$ cat src/rtl/stopwatch_lap_core_if.sv
// Command, live-time and lap-readout bundle for the stopwatch core.
// The master side issues commands and reads; the slave side is the core.
interface stopwatch_lap_core_if #(
  parameter int TICK_HZ   = 1000,
  parameter int LAP_DEPTH = 8
);
  localparam int FW = $clog2(TICK_HZ);
  localparam int AW = $clog2(LAP_DEPTH);

  logic          start_pause;
  logic          lap;
  logic          clear;
  logic          rd_req;
  logic [AW-1:0] rd_idx;

  logic [6:0]    hour;
  logic [5:0]    minute;
  logic [5:0]    second;
  logic [FW-1:0] frac;
  logic          running;
  logic          overflow;
  logic [AW:0]   lap_count;

  logic          rd_valid;
  logic [6:0]    rd_hour;
  logic [5:0]    rd_minute;
  logic [5:0]    rd_second;
  logic [FW-1:0] rd_frac;

  modport master (
    output start_pause,
    output lap,
    output clear,
    output rd_req,
    output rd_idx,
    input  hour,
    input  minute,
    input  second,
    input  frac,
    input  running,
    input  overflow,
    input  lap_count,
    input  rd_valid,
    input  rd_hour,
    input  rd_minute,
    input  rd_second,
    input  rd_frac
  );

  modport slave (
    input  start_pause,
    input  lap,
    input  clear,
    input  rd_req,
    input  rd_idx,
    output hour,
    output minute,
    output second,
    output frac,
    output running,
    output overflow,
    output lap_count,
    output rd_valid,
    output rd_hour,
    output rd_minute,
    output rd_second,
    output rd_frac
  );
endinterface

$ cat src/rtl/stopwatch_lap_core.sv
// Stopwatch core: run/pause/hold control, HH:MM:SS.F time chain
// and a circular lap memory with registered random-access readout.
module stopwatch_lap_core #(
  parameter int CLK_HZ    = 50_000_000,
  parameter int TICK_HZ   = 1000,
  parameter int HOUR_MAX  = 99,
  parameter int LAP_DEPTH = 8
) (
  input  logic                 clock,
  input  logic                 reset_n,
  stopwatch_lap_core_if.slave  bus
);
  localparam int FW  = $clog2(TICK_HZ);
  localparam int AW  = $clog2(LAP_DEPTH);
  localparam int DIV = CLK_HZ / TICK_HZ;
  localparam int PW  = (DIV > 1) ? $clog2(DIV) : 1;

  localparam logic [PW-1:0] PMAX = PW'(DIV - 1);
  localparam logic [FW-1:0] FMAX = FW'(TICK_HZ - 1);
  localparam logic [6:0]    HMAX = 7'(HOUR_MAX);
  localparam logic [5:0]    SMAX = 6'd59;
  localparam logic [AW:0]   CMAX = (AW+1)'(LAP_DEPTH);

  typedef struct packed {
    logic [6:0]    h;
    logic [5:0]    m;
    logic [5:0]    s;
    logic [FW-1:0] f;
  } stamp_t;

  typedef enum logic [1:0] {
    IDLE,
    RUN,
    PAUSE,
    HOLD
  } state_t;

  state_t        state;
  logic          running;
  logic          overflow;
  logic [PW-1:0] presc;
  stamp_t        now;
  stamp_t        nxt;
  stamp_t        mem [LAP_DEPTH];
  logic [AW-1:0] wr_ptr;
  logic [AW:0]   count;
  logic          rd_ok;
  stamp_t        rd_data;

  logic          tick;
  logic          at_max;
  logic          clr;
  logic          sp;
  logic          do_lap;
  logic [AW-1:0] rd_slot;
  logic          rd_hit;

  // Clear outranks start_pause, which outranks lap.
  assign clr    = bus.clear;
  assign sp     = bus.start_pause & ~bus.clear;
  assign do_lap = bus.lap & ~bus.clear
                & ~bus.start_pause
                & (state == RUN);

  assign tick   = (state == RUN) && (presc == PMAX);
  assign at_max = (now == {HMAX, SMAX, SMAX, FMAX});

  assign rd_slot = wr_ptr - AW'(1) - bus.rd_idx;
  assign rd_hit  = ({1'b0, bus.rd_idx} < count);

  always_comb begin
    nxt = now;
    if (now.f != FMAX) begin
      nxt.f = now.f + FW'(1);
    end else begin
      nxt.f = '0;
      if (now.s != SMAX) begin
        nxt.s = now.s + 6'd1;
      end else begin
        nxt.s = '0;
        if (now.m != SMAX) begin
          nxt.m = now.m + 6'd1;
        end else begin
          nxt.m = '0;
          nxt.h = now.h + 7'd1;
        end
      end
    end
  end

  always_ff @(posedge clock or negedge reset_n) begin
    if (!reset_n) begin
      state    <= IDLE;
      running  <= 1'b0;
      overflow <= 1'b0;
      presc    <= '0;
      now      <= '0;
      wr_ptr   <= '0;
      count    <= '0;
      rd_ok    <= 1'b0;
      rd_data  <= '0;
      for (int i = 0; i < LAP_DEPTH; i++)
        mem[i] <= '0;
    end else begin
      unique case (state)
        IDLE: begin
          presc <= '0;
          if (clr) begin
            wr_ptr <= '0;
            count  <= '0;
          end else if (sp) begin
            state   <= RUN;
            running <= 1'b1;
          end
        end
        RUN: begin
          presc <= tick ? '0 : presc + PW'(1);
          if (tick && at_max) begin
            state    <= HOLD;
            running  <= 1'b0;
            overflow <= 1'b1;
          end else begin
            if (tick)
              now <= nxt;
            if (sp) begin
              state   <= PAUSE;
              running <= 1'b0;
            end
          end
        end
        PAUSE: begin
          if (clr) begin
            state <= IDLE;
            now   <= '0;
            presc <= '0;
          end else if (sp) begin
            state   <= RUN;
            running <= 1'b1;
          end
        end
        HOLD: begin
          if (clr) begin
            state    <= IDLE;
            overflow <= 1'b0;
            now      <= '0;
            presc    <= '0;
          end
        end
        default: state <= IDLE;
      endcase

      // Snapshot is the pre-tick time of this cycle.
      if (do_lap) begin
        mem[wr_ptr] <= now;
        wr_ptr      <= wr_ptr + AW'(1);
        if (count != CMAX)
          count <= count + (AW+1)'(1);
      end

      rd_ok <= bus.rd_req & rd_hit;
      if (bus.rd_req)
        rd_data <= rd_hit ? mem[rd_slot] : '0;
    end
  end

  assign bus.hour      = now.h;
  assign bus.minute    = now.m;
  assign bus.second    = now.s;
  assign bus.frac      = now.f;
  assign bus.running   = running;
  assign bus.overflow  = overflow;
  assign bus.lap_count = count;
  assign bus.rd_valid  = rd_ok;
  assign bus.rd_hour   = rd_data.h;
  assign bus.rd_minute = rd_data.m;
  assign bus.rd_second = rd_data.s;
  assign bus.rd_frac   = rd_data.f;
endmodule

$ cat src/flat_wrapper.sv
// flat-port wrapper written by rule: the top's interface ports become plain ports
module stopwatch_lap_core_flat 
#(
  parameter int CLK_HZ    = 50_000_000,
  parameter int TICK_HZ   = 1000,
  parameter int HOUR_MAX  = 99,
  parameter int LAP_DEPTH = 8
)
  (clock, reset_n, bus_start_pause, bus_lap, bus_clear, bus_rd_req, bus_rd_idx, bus_hour, bus_minute, bus_second, bus_frac, bus_running, bus_overflow, bus_lap_count, bus_rd_valid, bus_rd_hour, bus_rd_minute, bus_rd_second, bus_rd_frac);
  stopwatch_lap_core_if #(.TICK_HZ(TICK_HZ), .LAP_DEPTH(LAP_DEPTH)) bus_i ();
  input  logic clock;
  input  logic reset_n;
  input wire logic [$bits(bus_i.start_pause)-1:0] bus_start_pause;
  input wire logic [$bits(bus_i.lap)-1:0] bus_lap;
  input wire logic [$bits(bus_i.clear)-1:0] bus_clear;
  input wire logic [$bits(bus_i.rd_req)-1:0] bus_rd_req;
  input wire logic [$bits(bus_i.rd_idx)-1:0] bus_rd_idx;
  output wire logic [$bits(bus_i.hour)-1:0] bus_hour;
  output wire logic [$bits(bus_i.minute)-1:0] bus_minute;
  output wire logic [$bits(bus_i.second)-1:0] bus_second;
  output wire logic [$bits(bus_i.frac)-1:0] bus_frac;
  output wire logic [$bits(bus_i.running)-1:0] bus_running;
  output wire logic [$bits(bus_i.overflow)-1:0] bus_overflow;
  output wire logic [$bits(bus_i.lap_count)-1:0] bus_lap_count;
  output wire logic [$bits(bus_i.rd_valid)-1:0] bus_rd_valid;
  output wire logic [$bits(bus_i.rd_hour)-1:0] bus_rd_hour;
  output wire logic [$bits(bus_i.rd_minute)-1:0] bus_rd_minute;
  output wire logic [$bits(bus_i.rd_second)-1:0] bus_rd_second;
  output wire logic [$bits(bus_i.rd_frac)-1:0] bus_rd_frac;
  assign bus_i.start_pause = bus_start_pause;
  assign bus_i.lap = bus_lap;
  assign bus_i.clear = bus_clear;
  assign bus_i.rd_req = bus_rd_req;
  assign bus_i.rd_idx = bus_rd_idx;
  assign bus_hour = bus_i.hour;
  assign bus_minute = bus_i.minute;
  assign bus_second = bus_i.second;
  assign bus_frac = bus_i.frac;
  assign bus_running = bus_i.running;
  assign bus_overflow = bus_i.overflow;
  assign bus_lap_count = bus_i.lap_count;
  assign bus_rd_valid = bus_i.rd_valid;
  assign bus_rd_hour = bus_i.rd_hour;
  assign bus_rd_minute = bus_i.rd_minute;
  assign bus_rd_second = bus_i.rd_second;
  assign bus_rd_frac = bus_i.rd_frac;
  stopwatch_lap_core #(.CLK_HZ(CLK_HZ), .TICK_HZ(TICK_HZ), .HOUR_MAX(HOUR_MAX), .LAP_DEPTH(LAP_DEPTH)) u_core (.clock(clock), .reset_n(reset_n), .bus(bus_i));
endmodule
$ cat config.mk
export PLATFORM = sky130hd
export DESIGN_NAME = stopwatch_lap_core_flat
export DESIGN_NICKNAME = d
export VERILOG_FILES = /design/src/rtl/stopwatch_lap_core_if.sv /design/src/rtl/stopwatch_lap_core.sv /design/src/flat_wrapper.sv
export SDC_FILE = /design/constraint.sdc
export NUM_CORES = 1
export LEC_CHECK = 0
export BUFFER_PORTS_ARGS = -buffer_cell sky130_fd_sc_hd__buf_4
export CORE_MARGIN = 1
export CORE_UTILIZATION = 30
export CTS_CLUSTER_DIAMETER = 80
export DETAILED_ROUTE_END_ITERATION = 16
export HOLD_SLACK_MARGIN = 0.03
export PLACE_DENSITY_LB_ADDON = 0.25
export SYNTH_ARGS = -nofsm -noshare
export SYNTH_HDL_FRONTEND = slang
export SYNTH_SLANG_ARGS = --single-unit
$ cat constraint.sdc
create_clock -name clock -period 2.7 [get_ports clock]
set_input_delay 0.27 -clock clock [delete_from_list [all_inputs] [get_ports clock]]
set_output_delay 0.27 -clock clock [all_outputs]
set_load 0.02 [all_outputs]
# Yosys cells after proc, flatten, opt, wreduce, memory -nomap -nowiden
# Cells that the tools add are included.
# word_totals
regBits,318
latch_bits,0
mem_bits_rw,0
romBits,0
n_memories,0
# classes
addsub,9
n_mul,0
div_mod_pow,0
order_cmp,4
eq_ne,21
n_shift,0
mux,42
bitwise_logic,9
reduce_logical,19
# op_table
cell,n
232-bit bitwise mux,1
29-bit two-way mux,7
29-bit binary-select mux with 3-bit select,1
29-bit demux with 3-bit select,1
29-bit case mux with 2 select lines,1
16-bit case mux with 3 select lines,1
16-bit two-way mux,2
"29-bit == test, second input constant",1
19-bit two-way mux,1
"16-bit by 1-bit adder with 16-bit output, second input constant",1
"16-bit == test, second input constant",1
4-bit two-way mux,4
"2-bit inequality test, second input constant",8
13-bit two-way mux,1
"6-bit by 1-bit adder with 6-bit output, second input constant",2
2-bit two-way mux,6
6-bit two-way mux,2
"6-bit inequality test, second input constant",2
"10-bit by 1-bit adder with 10-bit output, second input constant",1
10-bit two-way mux,1
"10-bit inequality test, second input constant",1
2-bit nonzero test,5
3-bit two-way mux,3
"4-bit >= comparator, second input constant",2
28 further kinds,48

# Logic depth before layout (Yosys ltp)
# Gate-level depths: netlist of the first run.
# depth
depth_word,7
mapped_depth,9
depth_no_buf,7

# Least setup slack after synthesis of the first run
# Ideal clock, no wire load.
# synth_timing
kind,register -> register
from,register u_core.wr_ptr[0]
to,register u_core.rd_data (netlist bit u_core.bus.rd_hour[5])
arrival_ns,2.308
t_required_ns,2.559
path_slack_ns,0.251
path_stages_with_launch,8
path_buffers,2
cell_sequence,dfrtp_1 ha_1 fa_1 clkbuf_1 buf_1 mux4_2 mux2i_1 o22ai_1
# synth_via
elab_chain_cells,7
# synth_rtl
element,line,rtl
"start, declared",stopwatch_lap_core.sv:45,logic [AW-1:0] wr_ptr;
"start signal, assigned",stopwatch_lap_core.sv:155,wr_ptr <= wr_ptr + AW'(1);
3-bit by 1-bit subtractor with 3-bit output,stopwatch_lap_core.sv:68,assign rd_slot = wr_ptr - AW'(1) - bus.rd_idx;
3-bit subtractor,stopwatch_lap_core.sv:68,
3-bit NOT with 4-bit output (not written as such),stopwatch_lap_core.sv:162,rd_data <= rd_hit ? mem[rd_slot] : '0;
29-bit binary-select mux with 3-bit select,stopwatch_lap_core.sv:162,
29-bit two-way mux (not written as such) (2 in a row),stopwatch_lap_core.sv:162,
29-bit two-way mux,stopwatch_lap_core.sv:162,
"end signal, assigned",stopwatch_lap_core.sv:162,
"end, declared",stopwatch_lap_core.sv:48,stamp_t rd_data;
# No other way between the ends. The select of a mux whose other input is x is not followed.
# A chain may end at the register's enable or synchronous reset.

# Worst setup path after layout of the first run
# layout_timing
from,register u_core.now (netlist bit u_core.bus.minute[1])
to,register u_core.now (netlist bit u_core.bus.frac[7])
# layout_via
elab_chain_cells,4
# layout_rtl
element,line,rtl
"start, declared",stopwatch_lap_core.sv:42,stamp_t now;
"start signal, assigned",stopwatch_lap_core.sv:124,now <= nxt;
29-bit == test,stopwatch_lap_core.sv:66,"assign at_max = (now == {HMAX, SMAX, SMAX, FMAX});"
1-bit logical AND,stopwatch_lap_core.sv:118,if (tick && at_max) begin
2-bit inequality test (no source line),--,
4-bit AND reduction (no source line),--,
# No other way between the ends.

==> results of run 1 <==
tightest hold or removal path, cell delays in order:
cell     delay, ns
buf_4         0.14
nor2_1        0.08
nand2_1       0.06
nand2_1       0.05
what timing repair did:
item	in CTS	in global routing
setup endpoints to repair	0	0
hold buffers	2	0
hold endpoints to repair	46	0
power by group through the flow:
stage / clock network (W) / registers [W] / logic, W
floorplan: 0 / 0.00594 / 0.00214
global placement: 0 / 0.00583 / 0.00358
detailed placement: 0 / 0.00584 / 0.00361
CTS: 0.00496 / 0.00577 / 0.00363
global route: 0.00516 / 0.00585 / 0.00387
finish: 0.00482 / 0.00576 / 0.00356
worst min-delay path by stage:
stage	startpoint	endpoint
floorplan	reset_n	asynchronous set/reset pin
global placement	reset_n	u_core.bus.rd_hour[2]
detailed placement	reset_n	u_core.bus.rd_hour[1]
CTS	bus_clear	u_core.state[1]
global route	bus_clear	u_core.state[1]
finish	bus_clear	u_core.state[1]
cell usage after synthesis, types with 4 or more instances:
cell	count
a21oi_1	10
a31oi_1	4
and2_1	8
and3_1	11
buf_2	28
buf_4	8
buf_6	4
clkbuf_1	49
dfrtp_1	318
ha_1	11
inv_1	36
mux2_2	232
mux2i_1	30
mux4_2	58
nand2_1	45
nand3_1	24
nand4_1	12
nor2_1	36
nor2b_1	8
nor3_1	6
nor4_1	4
nor4b_1	4
o21ai_0	44
o22ai_1	29
o31ai_1	8
xnor2_1	6
xor2_1	6
logic make-up after synthesis:
family | after synthesis
buffers and inverters | 129
flip-flops | 318
AO/OA/AOI/OAI | 114
multiplexers | 321
adder cells (fa/ha/maj) | 12
AND/OR/NAND/NOR | 189
XOR/XNOR | 12
registers in the layout, summed over array words and instances, names as in the netlist, named ones only:
| register | count |
|---|---|
| u_core.bus.lap_count | 3 |
| u_core.mem | 232 |
| u_core.bus.rd_minute | 6 |
| u_core.state | 2 |
| u_core.bus.rd_valid | 1 |
| u_core.bus.overflow | 1 |
| u_core.presc | 16 |
| u_core.bus.minute | 6 |
| u_core.bus.frac | 10 |
| u_core.bus.rd_frac | 10 |
| u_core.wr_ptr | 3 |
| u_core.bus.rd_second | 6 |
| u_core.bus.second | 6 |
| u_core.bus.running | 1 |
| u_core.bus.rd_hour | 7 |
| u_core.bus.hour | 7 |
final cells by class:
| class | instances | share of cell area |
|---|---|---|
| clock buffer | 55 | 0.0625 |
| clock inverter | 6 | 0.00297 |
| inverter | 38 | 0.00806 |
| multi-input combinational | 648 | 0.359 |
| sequential | 318 | 0.449 |
| tap | 664 | 0.0469 |
| timing repair buffer | 140 | 0.0707 |
per-stage QoR:
stage                     total power (W)  hold slack, ns  std cells
after global routing               0.0149          0.0995       1869
after CTS                          0.0144          0.0608       1869
after floorplan                   0.00808         -0.0256       1095
final                              0.0141          0.0911       1869
after detailed placement          0.00946           0.229       1806
after global placement            0.00940           0.227       1806
per-layer routing:
layer | track usage | up-vias | part of all wire
li1 | - | 4161 | -
met1 | 0.222 | 4947 | 0.48
met2 | 0.237 | 186 | 0.46
met3 | 0.0319 | 49 | 0.044
met4 | 0.0364 | 0 | 0.018
met5 | 0 | - | 0
==> results.cfg, run 1 <==
[outcome]
status = complete, no violations

[sta]
min_period_ns = 2.38
finalCritPeriodShare = 0.883
post-route-worst-setup-slack_ns = 0.317
finalHoldViolations = 0
fmax_mhz = 420
grt_setup_unrepaired = no
finalMaxSlewViolations = 0
setup_tns_ns = 0
setup-violations-final = 0
finClkSkew_ns = 0.0232
slew_headroom = 0.531
worst_slew_pin_slew_ns = 0.704

[grt]
grt_max_degree = 75
grt_first_pass_wirelength_microns = 59700
gr-usage-all-layers = 0.154
antenna_found_initial = 0
grt_pass1_vias = 9574
overflow = 0

[cts]
cts_buffer_depth = 3
htreeDepth = 2
clock-sinks = 318
cts_tree = yes
cts_made_buffers = 38
cts_root_buffer = clkbuf_16
clkTransAtPathRegs_ns = 0.06
clk_latency_ns = 0.55
cts_resized = 0
cts_setup_buffers = 0

[final_layout]
layout-drive-gt1-share = 0.417
layout.nets = 1205
synthToLayoutAreaGrowth_pct = 19.3
n_antenna_cell = 0
stdcell_area_sq_um = 17700
fill_cells = 4801
ff_latch_area_sq_um = 7960
final_common_cell = dfrtp_1
layout_common_cells = 318 x dfrtp_1, 232 x mux2_2, 122 x buf_4
multi_input_area_sq_um = 6360
final_util = 0.362

[placement]
portBuffers = 73
dp_hpwl_microns = 23300
dp_slack_ns = 0.387
place_area_sq_um = 16500
routabilityCongestion = 0.771

[yosys]
async_reset_ff_frac = 1.00
synth_compound_area_frac = 0.0473
synth-edff-count = 0
ys_ff_latch = 318
synth_cell_types = 68
synth.cell_area_sq_um = 14800
synthFlopType = dfrtp_1
synth.area.top_cells = dfrtp_1 54%, mux2_2 18%, mux4_2 8.8%
yosysSeqAreaShare = 0.536
synthCells = 1095
synth.net_count = 1116
synth_top_family_by_area = multiplexers
syn_area_per_cell_sq_um = 13.6
synth-warning-count = 0
synth_top_area_share = 0.536
synth_mux_area_frac = 0.285
synthXorXnorAreaFrac = 0.00708
synth_adder_area_share = 0.0106
yosysTopAreaCell = dfrtp_1
synth-simple-area-share = 0.0744

[routing]
drc = 0
vias = 9343
dr.pass1.iters = 4
ant_nets = 0
wirelength_microns = 37800
drt_iter0_markers = 414
post_drt_wl_per_cell_microns = 20.2
viasPerCell = 5.00

[critical_path]
endpoint = u_core.bus.frac[7]
rrSetupSlack_ns = 0.32
reg2reg_from = u_core.bus.minute[1]
cp-startpoint = u_core.bus.minute[1]
slowest_stage = a21oi_1
worstReg2RegEnd = u_core.bus.frac[7]
reg2reg_depth = 8
critPathMaxFanout = 8
path_depth = 8
crit_arrival_ns = 2.81
critPathTopFamily = compound AO/OA/AOI/OAI gates
path_cells = ha_1, nand2_1, nor3_4, buf_4, nand4_1, a21oi_1, o21ai_0, o41ai_1
cp-start-kind = register
end_kind = register
critical_path_class = register to register
critPathRequiredTime_ns = 3.13
cpPeakStageDelay_ns = 0.62
crit_buf_inv = 1

[pwr]
swShare = 0.301
p_comb_frac = 0.252
p_sw_w = 0.00426
power_density_nw_per_um2 = 798
p_leak_nw = 8.21
clkPwrFrac = 0.341
intPower_w = 0.00987
p_seq_frac = 0.408
vdd_drop_max_uv = 471

[floorplanning]
core_area_sq_um = 48800
start_util = 0.304
die_area_sq_um = 50400
std_cell_rows = 81
ios = 74
fp.dieW_microns = 224
die_y_microns = 224

[flow_run]
drv_cap = 0

[hold_path]
hold_depth = 4
holdCritPathClass = input port to register
No activity file was read; power rests on OpenSTA's default activity.
==> run 2: changes to the inputs <==
--- a/config.mk
+++ b/config.mk
@@ -6,6 +6,7 @@
 export NUM_CORES = 1
 export LEC_CHECK = 0
 export BUFFER_PORTS_ARGS = -buffer_cell sky130_fd_sc_hd__buf_4
+export CORE_ASPECT_RATIO = 0.6
 export CORE_MARGIN = 1
 export CORE_UTILIZATION = 30
 export CTS_CLUSTER_DIAMETER = 80
==> results.cfg, run 2 (synthesized netlist as in run 1, its figures left out) <==
[placement]
routabilityCongestion = 0.799
dp_hpwl_microns = 25800
portBuffers = 73
place_area_sq_um = 16600
placedCellCount = 1791

[grt]
grt_first_pass_wirelength_microns = 62400
gr-usage-all-layers = 0.162
grt_max_degree = 68
grt_pass1_vias = 9704
antenna_found_initial = 0
overflow = 0

[floorplanning]
std_cell_rows = 62
fp.dieW_microns = 289
core_area_sq_um = 48300
ios = 74
die_y_microns = 174
die_area_sq_um = 50400
start_util = 0.307

[routing]
drt_iter0_markers = 608
ant_nets = 0
wirelength_microns = 39500
viasPerCell = 5.02
dr.pass1.iters = 5
vias = 9269
drc = 0
post_drt_wl_per_cell_microns = 21.4

[final_layout]
top_register = u_core.mem
layout_common_cells = 318 x dfrtp_1, 232 x mux2_2, 129 x buf_4
stdcell_area_sq_um = 17700
multi_input_area_sq_um = 6360
layout.nets = 1209
ff_latch_area_sq_um = 7960
final_common_cell = dfrtp_1
layout-drive-gt1-share = 0.424
n_antenna_cell = 0
largest_reg_flops = 232
top_regs = u_core.mem: 232 flops, u_core.presc: 16 flops
synthToLayoutAreaGrowth_pct = 19.0
stdcell_count = 1847
fill_cells = 4649

[critical_path]
cp-start-kind = register
reg2reg_from = u_core.wr_ptr[0]
critical_path_class = register to register
worstReg2RegEnd = u_core.bus.rd_frac[0]
critPathMaxFanout = 16
endpoint = u_core.bus.rd_frac[0]
cp-startpoint = u_core.wr_ptr[0]
critPathRequiredTime_ns = 3.07
rrSetupSlack_ns = 0.22
reg2reg_depth = 7
end_kind = register
crit_arrival_ns = 2.86

[sta]
grt_setup_unrepaired = no
finalHoldViolations = 0
setup_tns_ns = 0
fmax_mhz = 403
finClkSkew_ns = 0.0185
min_period_ns = 2.48
worst_slew_pin_slew_ns = 0.841
finalCritPeriodShare = 0.919
setup-violations-final = 0
slew_headroom = 0.436
whs_ns = 0.0759
finalMaxSlewViolations = 0

[pwr]
p_comb_frac = 0.263
vdd_drop_max_uv = 403
clkPwrFrac = 0.324
intPower_w = 0.00973
p_seq_frac = 0.413
p_sw_w = 0.00432
p_leak_nw = 8.22
swShare = 0.308
power_density_nw_per_um2 = 796

[cts]
clkTransAtPathRegs_ns = 0.06
cts_made_buffers = 34
clock-sinks = 318
clk_latency_ns = 0.52
cts_buffer_depth = 3
cts_tree = yes
htreeDepth = 2
cts_root_buffer = clkbuf_16
cts_setup_buffers = 0

[hold_path]
holdCritPathClass = input port to register
hold_depth = 4

[outcome]
status = complete, no violations

[flow_run]
drv_cap = 0
==> run 2: final cells by class <==
type	count	share of cell area
Tap cell	640	0.0454
Multi-Input combinational cell	648	0.360
Clock inverter	8	0.00262
Timing Repair Buffer	148	0.0755
Inverter	38	0.00808
Sequential cell	318	0.451
Clock buffer	47	0.0573
==> run 2: layer usage <==
metal	global-route usage	vias up	share of wire
met5	0	-	0
met4	0.0261	0	0.0099
met3	0.0278	35	0.040
met2	0.241	161	0.44
met1	0.249	4893	0.51
li1	-	4180	-
==> run 2: worst min path at each step <==
stage | from | end | slack [ns]
2_1_floorplan | reset_n | asynchronous set/reset pin | -0.03
3_3_place_gp | reset_n | u_core.mem[27] | 0.29
3_5_place_dp | reset_n | u_core.mem[27] | 0.29
4_1_cts | bus_start_pause | u_core.state[1] | 0.06
5_1_grt | bus_start_pause | u_core.state[1] | 0.07
6_report | bus_start_pause | u_core.state[1] | 0.08
==> run 2: power groups by stage <==
stage,sequential (W),clock [W],combinational [W]
global route,0.00590,0.00489,0.00400
CTS,0.00580,0.00468,0.00375
detailed placement,0.00589,0,0.00373
global placement,0.00587,0,0.00370
finish,0.00581,0.00455,0.00369
floorplan,0.00594,0,0.00214
==> run 2: metrics by stage <==
step	total power (W)	utilization	setup WS, ns
4_1_cts	0.0142	0.365	0.193
5_1_grt	0.0148	0.365	0.0671
3_5_place_dp	0.00962	0.343	0.134
2_1_floorplan	0.00808	-	0.251
6_report	0.0140	0.365	0.219
3_3_place_gp	0.00957	0.343	0.120
==> run 2: critical path, cell delays in order, from the launching register on <==
cell	delay (ns)
dfrtp_1	0.40
ha_4	0.17
fa_2	0.33
xor2_1	0.19
xnor2_2	0.66
buf_12	0.28
mux2i_1	0.20
o22ai_1	0.09
==> run 2: repair_timing <==
action | in CTS | in global routing
setup endpoints to repair | 0 | 0
hold buffers | 1 | 0
endpoints found under the hold margin | 61 | 0
gates resized for setup | 0 | 0
